## config.mk

```make
export PLATFORM = sky130hd
export DESIGN_NAME = decomp_fetch_ctrl
export DESIGN_NICKNAME = d
export VERILOG_FILES = /design/src/rtl/decomp_fetch_ctrl.sv
export SDC_FILE = /design/constraint.sdc
export NUM_CORES = 1
export LEC_CHECK = 0
export BUFFER_PORTS_ARGS = -buffer_cell sky130_fd_sc_hd__buf_4
export CAP_MARGIN = 20
export CORE_ASPECT_RATIO = 0.5
export CORE_MARGIN = 2
export CORE_UTILIZATION = 45
export CTS_BUF_LIST = sky130_fd_sc_hd__clkbuf_4 sky130_fd_sc_hd__clkbuf_8
export DETAILED_ROUTE_END_ITERATION = 10
export PLACE_DENSITY = 0.79
export SYNTH_ARGS = -nofsm -noshare
export SYNTH_HDL_FRONTEND = slang
export SYNTH_SLANG_ARGS = --single-unit
```

## constraint.sdc

```tcl
create_clock -name clk -period 1.8 [get_ports clk]
set_input_delay 0 -clock clk [delete_from_list [all_inputs] [get_ports clk]]
set_output_delay 0 -clock clk [all_outputs]
set_load 0.005 [all_outputs]
```

## src/rtl/decomp_fetch_ctrl.sv

```systemverilog
// decomp_fetch_ctrl: walks a compressed instruction stream, expands table
// tokens (optionally repeated) and hands instructions to the core over a
// valid/ready port.
// Optional build macro DECOMP_STATS_EN adds token/raw-word counters.
module decomp_fetch_ctrl #(
  parameter int ADDR_W = 9,
  parameter int TBL_AW = 4
) (
  input  logic              clk,
  input  logic              rst,
  input  logic              start,
  input  logic [ADDR_W-1:0] start_addr,
  input  logic [ADDR_W-1:0] end_addr,
  output logic [ADDR_W-1:0] mem_addr,
  input  logic [31:0]       mem_rdata,
  output logic [TBL_AW-1:0] tbl_idx,
  input  logic [35:0]       tbl_data,
  output logic [31:0]       instr,
  output logic              instr_valid,
  input  logic              instr_ready,
  output logic              busy,
  output logic              tok_err
`ifdef DECOMP_STATS_EN
  ,
  output logic [15:0]       stat_tokens,
  output logic [15:0]       stat_raw
`endif
);

  typedef enum logic [2:0] {IDLE, FETCH, WAIT, LOOKUP, EMIT} state_t;

  state_t            state, nxt;
  logic [ADDR_W-1:0] addr_q, end_q;
  logic [3:0]        rpt_q;

  // Word classification while the fetched word is on mem_rdata
  logic       is_tok, tok_ok, rpt_last, xfer, at_end;
  logic [3:0] tok_off;

  assign is_tok   = (mem_rdata < 32'h10);
  assign tok_ok   = is_tok && (mem_rdata[3:0] >= 4'hA);
  assign tok_off  = mem_rdata[3:0] - 4'hA;
  assign rpt_last = (rpt_q <= 4'd1);
  assign xfer     = (state == EMIT) && instr_ready;
  assign at_end   = (addr_q == end_q);

  // State register
  always_ff @(posedge clk or posedge rst) begin
    if (rst) state <= IDLE;
    else     state <= nxt;
  end

  // Next-state logic; start always wins so a busy start acts as an abort
  always_comb begin
    nxt = state;
    if (start) nxt = FETCH;
    else begin
      case (state)
        FETCH:   nxt = WAIT;
        WAIT:    nxt = tok_ok ? LOOKUP : EMIT;
        LOOKUP:  nxt = EMIT;
        EMIT:    if (xfer && rpt_last) nxt = at_end ? IDLE : FETCH;
        default: nxt = state;
      endcase
    end
  end

  // Outputs decoded from state; addresses are zero outside their phase
  always_comb begin
    mem_addr    = '0;
    tbl_idx     = '0;
    instr_valid = (state == EMIT);
    busy        = (state != IDLE);
    if (state == FETCH)          mem_addr = addr_q;
    if (state == WAIT && tok_ok) tbl_idx  = TBL_AW'(tok_off);
  end

  // Datapath: address walk, instruction latch, repeat count, error pulse
  always_ff @(posedge clk or posedge rst) begin
    if (rst) begin
      addr_q  <= '0;
      end_q   <= '0;
      instr   <= '0;
      rpt_q   <= '0;
      tok_err <= 1'b0;
    end else begin
      tok_err <= 1'b0;
      if (start) begin
        addr_q <= start_addr;
        end_q  <= end_addr;
        rpt_q  <= '0;
      end else begin
        case (state)
          WAIT: begin
            if (!is_tok) begin
              instr <= mem_rdata;
              rpt_q <= 4'd1;
            end else if (!tok_ok) begin
              // Unknown token: flag it and emit a single zero word
              instr   <= '0;
              rpt_q   <= 4'd1;
              tok_err <= 1'b1;
            end
          end
          LOOKUP: begin
            instr <= tbl_data[31:0];
            rpt_q <= (tbl_data[35:32] == 4'd0) ? 4'd2 : tbl_data[35:32];
          end
          EMIT: begin
            if (instr_ready) begin
              rpt_q <= rpt_q - 4'd1;
              // Natural ADDR_W overflow gives the wrap past the top word
              if (rpt_last && !at_end) addr_q <= addr_q + 1'b1;
            end
          end
          default: ;
        endcase
      end
    end
  end

`ifdef DECOMP_STATS_EN
  // Saturating counts of classified words, cleared by each start
  always_ff @(posedge clk or posedge rst) begin
    if (rst) begin
      stat_tokens <= '0;
      stat_raw    <= '0;
    end else if (start) begin
      stat_tokens <= '0;
      stat_raw    <= '0;
    end else if (state == WAIT) begin
      if (is_tok) begin
        if (stat_tokens != 16'hFFFF) stat_tokens <= stat_tokens + 16'd1;
      end else begin
        if (stat_raw != 16'hFFFF) stat_raw <= stat_raw + 16'd1;
      end
    end
  end
`endif

endmodule

```

* Word level (Yosys, flattened, before mapping)
Index checks and enable logic that the tools add are counted.
** Cells by class
- Reductions and logical operators :: 18
- Add/subtract/negate cells :: 3
- Mux-type cells :: 24
- Equal/unequal tests :: 9
- Order comparisons :: 3
- Bitwise logic cells :: 1
** Operators by type and width (number)
- $mux 32 :: 2
- $pmux 32 s2 :: 1
- $mux 9 :: 5
- $lt 32x5->1 const B :: 1
- $mux 4 :: 6
- $pmux 3 s4 :: 1
- $pmux 4 s3 :: 1
- $add 9x1->9 const B :: 1
- $eq 9x9->1 :: 1
- $mux 3 :: 3
- $reduce_and 3->1 :: 3
- $reduce_bool 2->1 :: 4
- $eq 3x2->1 const B :: 2
- $ne 3x2->1 const B :: 2
- $logic_and 1x1->1 :: 5
- $mux 1 :: 5
- $reduce_bool 5->1 :: 1
- $ge 4x4->1 const B :: 1
- $le 4x1->1 const B :: 1
- $logic_not 4->1 :: 1
- $ne 4x4->1 const B :: 1
- $reduce_bool 4->1 :: 1
- $sub 4x1->4 const B :: 1
- $sub 4x4->4 const B :: 1
- 7 further kinds :: 7
** Storage, ports and cells
- Logic and storage cells :: 64
- Output and inout port bits :: 48
- Register bits :: 58
- Input port bits :: 90

* Depth between registers and ports, before layout
- Depth after elaboration :: 7
- Depth in mapped cells :: 8
- Depth with buffers taken out :: 7

* Least setup slack after synthesis
No wires, ideal clock.
- Kind :: flip-flop to flip-flop
- Start point :: register addr_q[0]
- End point :: register addr_q[8]
- Data required time :: 1.718 ns
- Setup slack :: -0.035 ns
- Arrival time :: 1.753 ns
- Clock period less this slack :: 1.835 ns
- Cell stages (with the launch flop) :: 6
- Buffers on the path :: 0
- Setup time :: 0.082 ns
- Cells stage by stage :: dfrtp_1 -> xor2_1 -> nor3_1 -> a311oi_4 -> a21o_2 -> a31oi_1
** On the way
- Longest elaborated chain between the ends :: 5
- Elaborated cells on any way between the ends :: 10
- Classes of those cells :: add/sub (1); eq/ne (1); mux (4); reduce/logical (4)
** RTL lines
- from (decl) :: RTL line 33 : logic [ADDR_W-1:0] addr_q, end_q;
- from (signal assigned) :: RTL line 89 : addr_q <= start_addr;
- from (signal assigned) :: RTL line 113 : if (rpt_last && !at_end) addr_q <= addr_q + 1'b1;
- $add 9x1->9 or $eq 9x9->1 (tied branches) :: RTL line 113, 45
- $mux 9 or $logic_not 1->1 (tied branches) :: RTL line 113
- $mux 9 or $logic_and 1x1->1 (tied branches) :: RTL line 110, 113
- $mux 9 or $reduce_bool 2->1 (tied branches)
- $mux 9 or $reduce_and 3->1 (tied branches)
Parallel ways exist; a longest one is shown, timed or not. The select of a mux whose other input is x is not followed.
A chain may end at the register's enable or synchronous reset.

* Worst setup path after layout
- Start point :: register state[0]
- End point :: register addr_q[6]
** On the way
- Longest elaborated chain between the ends :: 3
** RTL lines
- from (decl) :: RTL line 32 : state_t state, nxt;
- from (signal assigned) :: RTL line 50 : else state <= nxt;
- $eq 3x3->1 :: RTL line 93 : case (state)
- $reduce_bool 2->1 (no source line)
- $reduce_and 3->1 (no source line)
Every way passes these cells.

==> impl_metrics.ini <==
[synth]
synth.most_common_cell = nand2_1
syn_avg_cell_area_um2 = 9.47
ys_seq_area_share_pct = 44.0
yosys.area.top_type = dfrtp_1
synthArstFlopShare_pct = 100
yosysUniqueCellTypes = 43
synth_area_mm2 = 0.00330
ys_top_cells_by_area = dfrtp_1, mux2_2, nand2_1, xor2_1, and2_1
synth-edff-count = 0
synth_commonest_cells = nand2_1, dfrtp_1, mux2_2, nor2_1
synth_top_area_share_pct = 44.0
synth-main-ff-cell = dfrtp_1
yosys_register_bits = 58
syn_inst = 348
yosys_warnings = 0
synthesis.nets = 443

[sta]
relSlewSlack_pct = 66.2
finalSetupViolations = 0
rsz0062_at_grt = yes
fmax_ghz = 0.573
clock_skew_ps = 9.95
finalHoldViolCount = 0
finalCritPeriodShare_pct = 96.9
period_minus_slack_ps = 1740
tightestPinTransition_ps = 503
slew_viol_final = 0
setup_ws_ps = 55.3

[floorplanning]
ios = 138
die_area_mm2 = 0.00807
die_y_um = 64.5
die_w_um = 125
core_mm2 = 0.00688
num_rows = 21
start_util_pct = 47.9

[global_routing]
antenna_found_initial = 0
track_usage_pct = 27.9
grt_max_degree = 32
gr-total-overflow = 0
grt_pass1_vias = 3774
grt_pass1_wl_mm = 17.9

[place]
post-place-cells = 585
place.gp.congestion = 0.801
dp_slack_ps = 19.0
dp_hpwl_mm = 6.52
portBuffers = 137

[detailed_routing]
drc_errors = 0
finalWirelength_mm = 11.5
vias = 3603
final_antenna_net_count = 0
wire_per_inst_um = 16.8
vias_per_cell = 5.27
drt_iter0_markers = 233
drtPass1Iterations = 5

[critical_path]
crit_fanout = 8
cp-end-kind = flop
rr_worst_depth = 5
critPathCapture = addr_q[6]$_DFFE_PP0P_
reg2reg_slack_ps = 60
critical_path_class = reg -> reg
cp.depth = 5
critical_path.max_stage_delay_ps = 410
slowest_stage = dfrtp_1
crit_buf_inv = 0
cp.arrival_ps = 2010
reg2reg_to = addr_q[6]$_DFFE_PP0P_
startpoint = state[0]$_DFFE_PP0P_
cp.required_ps = 2070
crit_chain = nor3b_4 -> o2111ai_4 -> a311oi_4 -> nand3_1 -> a31oi_1
worstSetupStartpointType = flop
worst_r2r_startpoint = state[0]$_DFFE_PP0P_
crit_family = compound AO/OA/AOI/OAI gates

[min_path]
hp-class = in -> reg

[cells_and_area]
instances_no_fill = 684
drive_above_1_share_pct = 40.9
final_nets = 682
antenna_cells = 0
area_growth_pct = 73.6
fillCellCount = 379

[clock_tree]
insertion_delay_ps = 360
cts_tree = yes
clockRootBuffer = clkbuf_8
clk_pin_slew_ps = 70
htreeDepth = 3
clock_path_buffers = 2
cts_buffers = 9
clock_sinks = 58

[status]
status = complete, no violations

[power_and_ir_drop]
p_leak_uw = 0.00274
peakVddDrop_uv = 520
power.density_mw_per_mm2 = 955

[job]
drv_cap = 0
## flip-flops by register name (all words and copies together) (netlist names)
signal,flops
addr_q,9
state,3
instr,32
end_q,9
tok_err,1
rpt_q,4
## layout by cell type (no fill, tap or decap), types with 2 or more instances in the layout
| cell | instances |
|---|---|
| buf_12 | 5 |
| xnor2_1 | 5 |
| dlygate4sd3_1 | 78 |
| a311oi_1 | 3 |
| nor3_1 | 3 |
| dfrtp_1 | 58 |
| nor2b_1 | 2 |
| a21o_2 | 2 |
| nor4_1 | 7 |
| mux2_2 | 44 |
| clkbuf_8 | 10 |
| and4_1 | 2 |
| xor2_1 | 11 |
| o21ai_0 | 7 |
| and2_1 | 9 |
| and2_4 | 2 |
| a22oi_1 | 3 |
| a21oi_1 | 5 |
| inv_1 | 10 |
| ha_1 | 5 |
| clkbuf_16 | 2 |
| a211oi_1 | 2 |
| clkinv_2 | 2 |
| o31ai_1 | 3 |
| nand3_1 | 10 |
| nor2_1 | 12 |
| bufinv_16 | 2 |
| nand2_1 | 101 |
| buf_4 | 157 |
| mux2i_1 | 2 |
| a31oi_1 | 4 |
## metrics by stage
step / power (uW) / TNS, ps / utilization, % / area (um^2) / hold WS, ps
2_1_floorplan: 2760 / 0 / - / 3300 / 31.1
3_3_place_gp: 3780 / 0 / 67.0 / 4610 / 35.7
3_5_place_dp: 3850 / 0 / 67.0 / 4610 / 41.9
4_1_cts: 5350 / 0 / 81.6 / 5620 / 2.13
5_1_grt: 5730 / -294 / 83.1 / 5720 / 7.36
6_report: 5460 / 0 / 83.1 / 5720 / 0.927
## power by group
group | total, uW | switching, uW | leakage, uW | internal (uW)
registers | 2020 | 289 | 0.000699 | 1730
clock network | 1360 | 529 | 0.000113 | 827
logic | 2090 | 810 | 0.00193 | 1280
## worst register-to-register path: cells and delay by family (launching register included)
kind	cells	cell delay (ps)
DFF	1	410
and+or+nand+nor	2	430
AOI/OAI and AO/OA	3	830
## worst min-delay path by stage
stage | to | slack (ps) | start | cells after the start
detailed placement | instr[10]$_DFFE_PP0P_ | 40 | rst | 2
floorplan | tbl_idx[1] | 30 | mem_rdata[1] | 1
finish | instr[5]$_DFFE_PP0P_ | 0.9 | mem_rdata[5] | 4
global placement | instr[10]$_DFFE_PP0P_ | 40 | rst | 2
global route | instr[5]$_DFFE_PP0P_ | 7 | mem_rdata[5] | 4
CTS | instr[5]$_DFFE_PP0P_ | 2 | mem_rdata[5] | 4
## metal layers
metal | vias up | share of wire, % | global-route usage [%]
met5 | - | 0 | 0
met1 | 1711 | 39 | 30.2
met2 | 163 | 51 | 52.0
li1 | 1674 | - | -
met4 | 0 | 4.3 | 11.8
met3 | 55 | 6.0 | 8.09
## final cells by class
| type | instances | area, um^2 | share of cell area [%] |
|---|---|---|---|
| clock buffer | 11 | 145 | 2.54 |
| clock inverter | 5 | 77.6 | 1.36 |
| inverter | 11 | 41.3 | 0.722 |
| multi-input combinational | 265 | 1780 | 31.1 |
| sequential | 58 | 1450 | 25.4 |
| tap | 92 | 115 | 2.01 |
| timing repair buffer | 242 | 2110 | 36.9 |
## timing repair
item / CTS / global route
cloned: 0 / 2
buffers inserted: 0 / 3
endpoints found under the hold margin: 68 / 0
pin swaps: 0 / 7
resized for setup: 1 / 6
endpoints found under the setup margin: 4 / 44
hold buffers: 78 / 0
## kinds of logic after synthesis
kind of cell,synth area share [%]
buf+inv,3.00
mux,15.6
xor+xnor,4.25
fa+ha+maj,1.90
compound gates,8.77
flops,44.0
simple gates,22.4
(Power assumes the default switching activity.)
